**src/rtl/uart_fifo_param.sv**
```systemverilog
// Parametrised synchronous FIFO for the UART RX and TX paths.
// Features: first-word fall-through read, full-range occupancy count,
// almost-full and almost-empty thresholds, sticky overflow/underflow flags
// and a synchronous flush. One simultaneous push and pop is defined at every
// fill level.
module uart_fifo_param #(
  parameter int unsigned DATA_W    = 8,
  parameter int unsigned DEPTH     = 16,
  parameter int unsigned AFULL_TH  = 12,
  parameter int unsigned AEMPTY_TH = 2
) (
  input  logic                       wb_clk_i,
  input  logic                       wb_rst_i,
  input  logic                       flush_i,
  input  logic                       push_i,
  input  logic [DATA_W-1:0]          data_i,
  input  logic                       pop_i,
  output logic [DATA_W-1:0]          data_o,
  output logic [$clog2(DEPTH):0]     cnt_o,
  output logic                       empty_o,
  output logic                       full_o,
  output logic                       almost_full_o,
  output logic                       almost_empty_o,
  output logic                       overflow_o,
  output logic                       underflow_o,
  input  logic                       err_clr_i
);

  localparam int unsigned AW = $clog2(DEPTH);

  // Thresholds cast once to the count width so the decodes compare like widths.
  localparam logic [AW:0] DepthCnt  = (AW+1)'(DEPTH);
  localparam logic [AW:0] AfullCnt  = (AW+1)'(AFULL_TH);
  localparam logic [AW:0] AemptyCnt = (AW+1)'(AEMPTY_TH);

  logic [DATA_W-1:0] mem_q [DEPTH];
  logic [AW-1:0]     wr_ptr_q, wr_ptr_d;
  logic [AW-1:0]     rd_ptr_q, rd_ptr_d;
  logic [AW:0]       cnt_q, cnt_d;
  logic              ovf_q, ovf_d;
  logic              udf_q, udf_d;

  logic              empty;
  logic              full;
  logic              push_acc;
  logic              pop_acc;
  logic              ovf_evt;
  logic              udf_evt;

  // Status decodes of the stored count.
  always_comb begin
    empty = (cnt_q == '0);
    full  = (cnt_q == DepthCnt);
  end

  // Accept rules and error events, all on current-cycle state.
  // A pop frees the head slot at the same edge, so a push into a full FIFO is
  // accepted when paired with a pop. Flush suppresses everything.
  always_comb begin
    pop_acc  = pop_i & ~empty & ~flush_i;
    push_acc = push_i & (~full | pop_i) & ~flush_i;
    ovf_evt  = push_i & full & ~pop_i & ~flush_i;
    udf_evt  = pop_i & empty & ~flush_i;
  end

  // Next-state for pointers, count and sticky flags.
  always_comb begin
    wr_ptr_d = wr_ptr_q;
    rd_ptr_d = rd_ptr_q;
    cnt_d    = cnt_q;
    ovf_d    = ovf_q;
    udf_d    = udf_q;

    if (flush_i) begin
      wr_ptr_d = '0;
      rd_ptr_d = '0;
      cnt_d    = '0;
    end else begin
      // Pointers wrap through natural AW-bit overflow (DEPTH is a power of two).
      if (push_acc) wr_ptr_d = wr_ptr_q + 1'b1;
      if (pop_acc)  rd_ptr_d = rd_ptr_q + 1'b1;
      unique case ({push_acc, pop_acc})
        2'b10:   cnt_d = cnt_q + 1'b1;
        2'b01:   cnt_d = cnt_q - 1'b1;
        default: cnt_d = cnt_q;
      endcase
    end

    // Clear first so a coincident set event wins.
    if (err_clr_i) begin
      ovf_d = 1'b0;
      udf_d = 1'b0;
    end
    if (ovf_evt) ovf_d = 1'b1;
    if (udf_evt) udf_d = 1'b1;
  end

  // Control state register with synchronous reset.
  always_ff @(posedge wb_clk_i) begin
    if (wb_rst_i) begin
      wr_ptr_q <= '0;
      rd_ptr_q <= '0;
      cnt_q    <= '0;
      ovf_q    <= 1'b0;
      udf_q    <= 1'b0;
    end else begin
      wr_ptr_q <= wr_ptr_d;
      rd_ptr_q <= rd_ptr_d;
      cnt_q    <= cnt_d;
      ovf_q    <= ovf_d;
      udf_q    <= udf_d;
    end
  end

  // Storage write port; contents are deliberately not reset.
  always_ff @(posedge wb_clk_i) begin
    if (!wb_rst_i && push_acc) begin
      mem_q[wr_ptr_q] <= data_i;
    end
  end

  // Outputs: fall-through head and count decodes.
  always_comb begin
    data_o         = mem_q[rd_ptr_q];
    cnt_o          = cnt_q;
    empty_o        = empty;
    full_o         = full;
    almost_full_o  = (cnt_q >= AfullCnt);
    almost_empty_o = (cnt_q <= AemptyCnt);
    overflow_o     = ovf_q;
    underflow_o    = udf_q;
  end

endmodule

```
**config.mk**
```make
export PLATFORM = sky130hd
export DESIGN_NAME = uart_fifo_param
export DESIGN_NICKNAME = d
export VERILOG_FILES = /design/src/rtl/uart_fifo_param.sv
export SDC_FILE = /design/constraint.sdc
export NUM_CORES = 1
export LEC_CHECK = 0
export BUFFER_PORTS_ARGS = -buffer_cell sky130_fd_sc_hd__buf_2
export CAP_MARGIN = 0
export CORE_MARGIN = 1
export CORE_UTILIZATION = 60
export CTS_CLUSTER_DIAMETER = 120
export DETAILED_ROUTE_END_ITERATION = 10
export PLACE_DENSITY = 0.82
export SYNTH_ARGS = -nofsm -noshare
export SYNTH_HDL_FRONTEND = slang
export SYNTH_SLANG_ARGS = --single-unit
```
**constraint.sdc**
```tcl
create_clock -name wb_clk_i -period 5.8 [get_ports wb_clk_i]
set_clock_uncertainty 0.2 [all_clocks]
set_input_delay 1.16 -clock wb_clk_i [delete_from_list [all_inputs] [get_ports wb_clk_i]]
set_output_delay 1.16 -clock wb_clk_i [all_outputs]
set_load 0.05 [all_outputs]
```
==> flow_metrics.py <==
metrics = {
    "routing": {
        "wl_per_cell_um": 22.4,
        "via_per_inst": 6.16,
        "drc": 0,
        "vias": 3141,
        "drt_wl_total_mm": 11.4,
        "drt_iter0_markers": 230,
        "final_antenna_net_count": 0,
        "dr.pass1.iters": 5,
    },
    "floorplanning": {
        "die_w_um": 101,
        "die_h_um": 101,
        "core-area_um2": 9370,
        "num_rows": 35,
        "ios": 33,
        "dieArea_um2": 10200,
        "start_util_pct": 62.9,
    },
    "clocking": {
        "cts_resized": 0,
        "clock-sinks": 147,
        "hold_buffers": 0,
        "clock_path_buffers": 2,
        "numCtsBuffers": 17,
        "worstSkewPairLatency_ns": 0.52,
        "post-cts-setup-buffers": 0,
        "path_clk_slew_ns": 0.06,
        "cts_tree": "done",
        "ctsHtreeMaxLevel": 4,
        "root_buffer": "clkbuf_8",
    },
    "power_and_ir_drop": {
        "comb_power_share_pct": 2.6,
        "switching_share_pct": 19.7,
        "switchingPower_w": 0.000456,
        "ir_drop_uv": 209,
        "power.density_nw_per_um2": 343,
        "internal_power_w": 0.00187,
        "pwr-share-clk_pct": 47.6,
        "leakagePower_nw": 2.22,
        "p_seq_share_pct": 49.8,
    },
    "sta": {
        "fin_tns_setup_ns": 0,
        "fmax_ghz": 0.236,
        "drv_slew": 0,
        "finalHoldViolCount": 0,
        "fin_crit_ns": 4.24,
        "layout_setup_ws_ns": 1.56,
        "tightest_slew_ns": 1.01,
        "max-slew-margin-rel_pct": 32.6,
        "setup_viol": 0,
        "timing.final.crit_share_pct": 73.1,
        "rsz0062_at_grt": "no",
    },
    "global_routing": {
        "globalRouteTotalUtil_pct": 24.7,
        "antenna_found_initial": 0,
        "grt.overflow.total": 0,
        "grt_max_degree": 33,
        "grt_pass1_wl_mm": 17.6,
        "grt_pass1_vias": 3146,
    },
    "worst_setup_path": {
        "cp_cell_sequence": "buf_4 -> mux4_2 -> a22oi_1 -> nand2_1 -> buf_2",
        "rr_worst_depth": 9,
        "crit_path_start_kind": "flip-flop",
        "critical_path_class": "flip-flop to primary output",
        "required_ns": 4.44,
        "cpPeakStageDelay_ns": 0.81,
        "path_max_fanout": 20,
        "cp_slowest_cell": "dfxtp_2",
        "worstPathArrival_ns": 2.88,
        "end_kind": "primary output",
        "reg2reg_from": "cnt_o[2]",
    },
    "synthesis": {
        "async_reset_ff_share_pct": 0,
        "ys_seq_area_share_pct": 71.6,
        "syn_nets": 353,
        "synth_flop_cell": "edfxtp_1",
        "netlist.area_leader.share_pct": 65.2,
        "synth-edff-count": 128,
        "synth_cell_types": 41,
        "ys_seq_elements": 147,
        "yosysMostFrequentCell": "edfxtp_1",
        "yosysTopAreaCell": "edfxtp_1",
        "syn_area_um2": 5900,
        "synthTopCellsByCount": "128 x edfxtp_1, 33 x nor2_1, 32 x mux4_2",
        "avgSynthCellArea_um2": 17.8,
        "synthCells": 331,
        "synth.area.top_cells": "edfxtp_1 65%, mux4_2 12%, dfxtp_1 6.5%, nor2_1 2.1%, a22oi_1 2.0%",
        "ys_warn_count": 0,
    },
    "finish": {
        "num-fill-cells": 597,
        "diodes": 0,
        "nNetsFinal": 390,
        "stdcell_area_um2": 6760,
        "drive_above_1_share_pct": 27.6,
        "synthToLayoutAreaGrowth_pct": 14.6,
        "final_core_util_pct": 72.1,
    },
    "job": {
        "drv_cap": 0,
    },
    "outcome": {
        "status": "finished clean",
    },
    "min_path": {
        "worstHoldPathCells": 2,
        "hold_path_class": "flip-flop to flip-flop",
        "hp-start": "underflow_o",
    },
    "placement": {
        "hpwl_mm": 7.10,
        "port_buffers": 32,
        "placedInstanceArea_um2": 6160,
        "gp_congestion": 0.740,
        "place_ws_ns": 2.03,
    },
}
-- flip-flops by register name, summed over array words and instances, names as in the netlist, named ones only --
signal,cells
mem_q,128
cnt_o,5
rd_ptr_q,4
wr_ptr_q,4
overflow_o,1
underflow_o,1
-- cells in the final DEF, fill, tap and decap left out, drive strengths merged, types with 3 or more instances in the layout --
master  count
a21oi       8
a22oi      16
buf        34
bufinv      4
clkbuf     18
clkinv      7
dfxtp      19
edfxtp    128
ha          8
inv         5
mux4       32
nand2      14
nand3       7
nor2       33
nor2b       3
o211ai      3
o21ai       6
or3         4
xor2        5
-- stage by stage --
step	instances	power, W	hold WS [ns]
finish	510	0.00232	0.278
global route	510	0.00237	0.304
CTS	510	0.00233	0.281
detailed placement	478	0.00124	0.262
global placement	478	0.00123	0.255
floorplan	331	0.00121	0.259
-- worst max-delay path: cells and delay by family (launching register included) --
family          cells  cell delay (ns)
flops               1             0.81
buf+inv             2             0.62
mux                 1             0.54
compound gates      1             0.29
simple gates        1             0.09
-- path summary, 6_finish.rpt --
kind	endpoint	slack, ns
setup / recovery	data_o[2]	1.56
hold / removal	underflow_o	0.28
setup reg to reg	cnt_o[4]	2.56
hold reg to reg	underflow_o	0.28
-- power groups by stage --
stage / sequential (W) / clock, W / combinational (W)
after floorplan: 0.00118 / 0 / 0.0000338
after global placement: 0.00118 / 0 / 0.0000578
after detailed placement: 0.00118 / 0 / 0.0000602
after CTS: 0.00116 / 0.00111 / 0.0000606
after global routing: 0.00116 / 0.00115 / 0.0000652
final: 0.00116 / 0.00111 / 0.0000606
-- cells by family (layout without fill, tap and decap cells) --
kind of cell               after synthesis  count (layout)  synth area share (%)
AOI/OAI and AO/OA                       40              40                  5.07
xor gates and xnor gates                 7               7                  1.04
adders and majority gates                8               8                  1.70
buffers and inverters                   20              70                  1.59
DFF                                    147             147                  71.6
muxes                                   34              34                  12.6
and+or+nand+nor                         75              75                  6.41
-- final cells by class --
type / count / area [µm²] / area share [%]
Clock inverter: 14 / 186 / 2.76
Inverter: 4 / 15.0 / 0.222
Sequential cell: 147 / 4230 / 62.5
Tap cell: 129 / 161 / 2.39
Clock buffer: 18 / 418 / 6.18
Timing Repair Buffer: 34 / 175 / 2.59
Multi-Input combinational cell: 164 / 1580 / 23.4
-- layer usage --
metal  GRT usage, %  part of all wire [%]
met5              0                     0
met4           8.47                  0.91
met3           4.62                   5.5
met2           42.2                    53
met1           32.2                    41
Power figures use the tool's default switching activity.
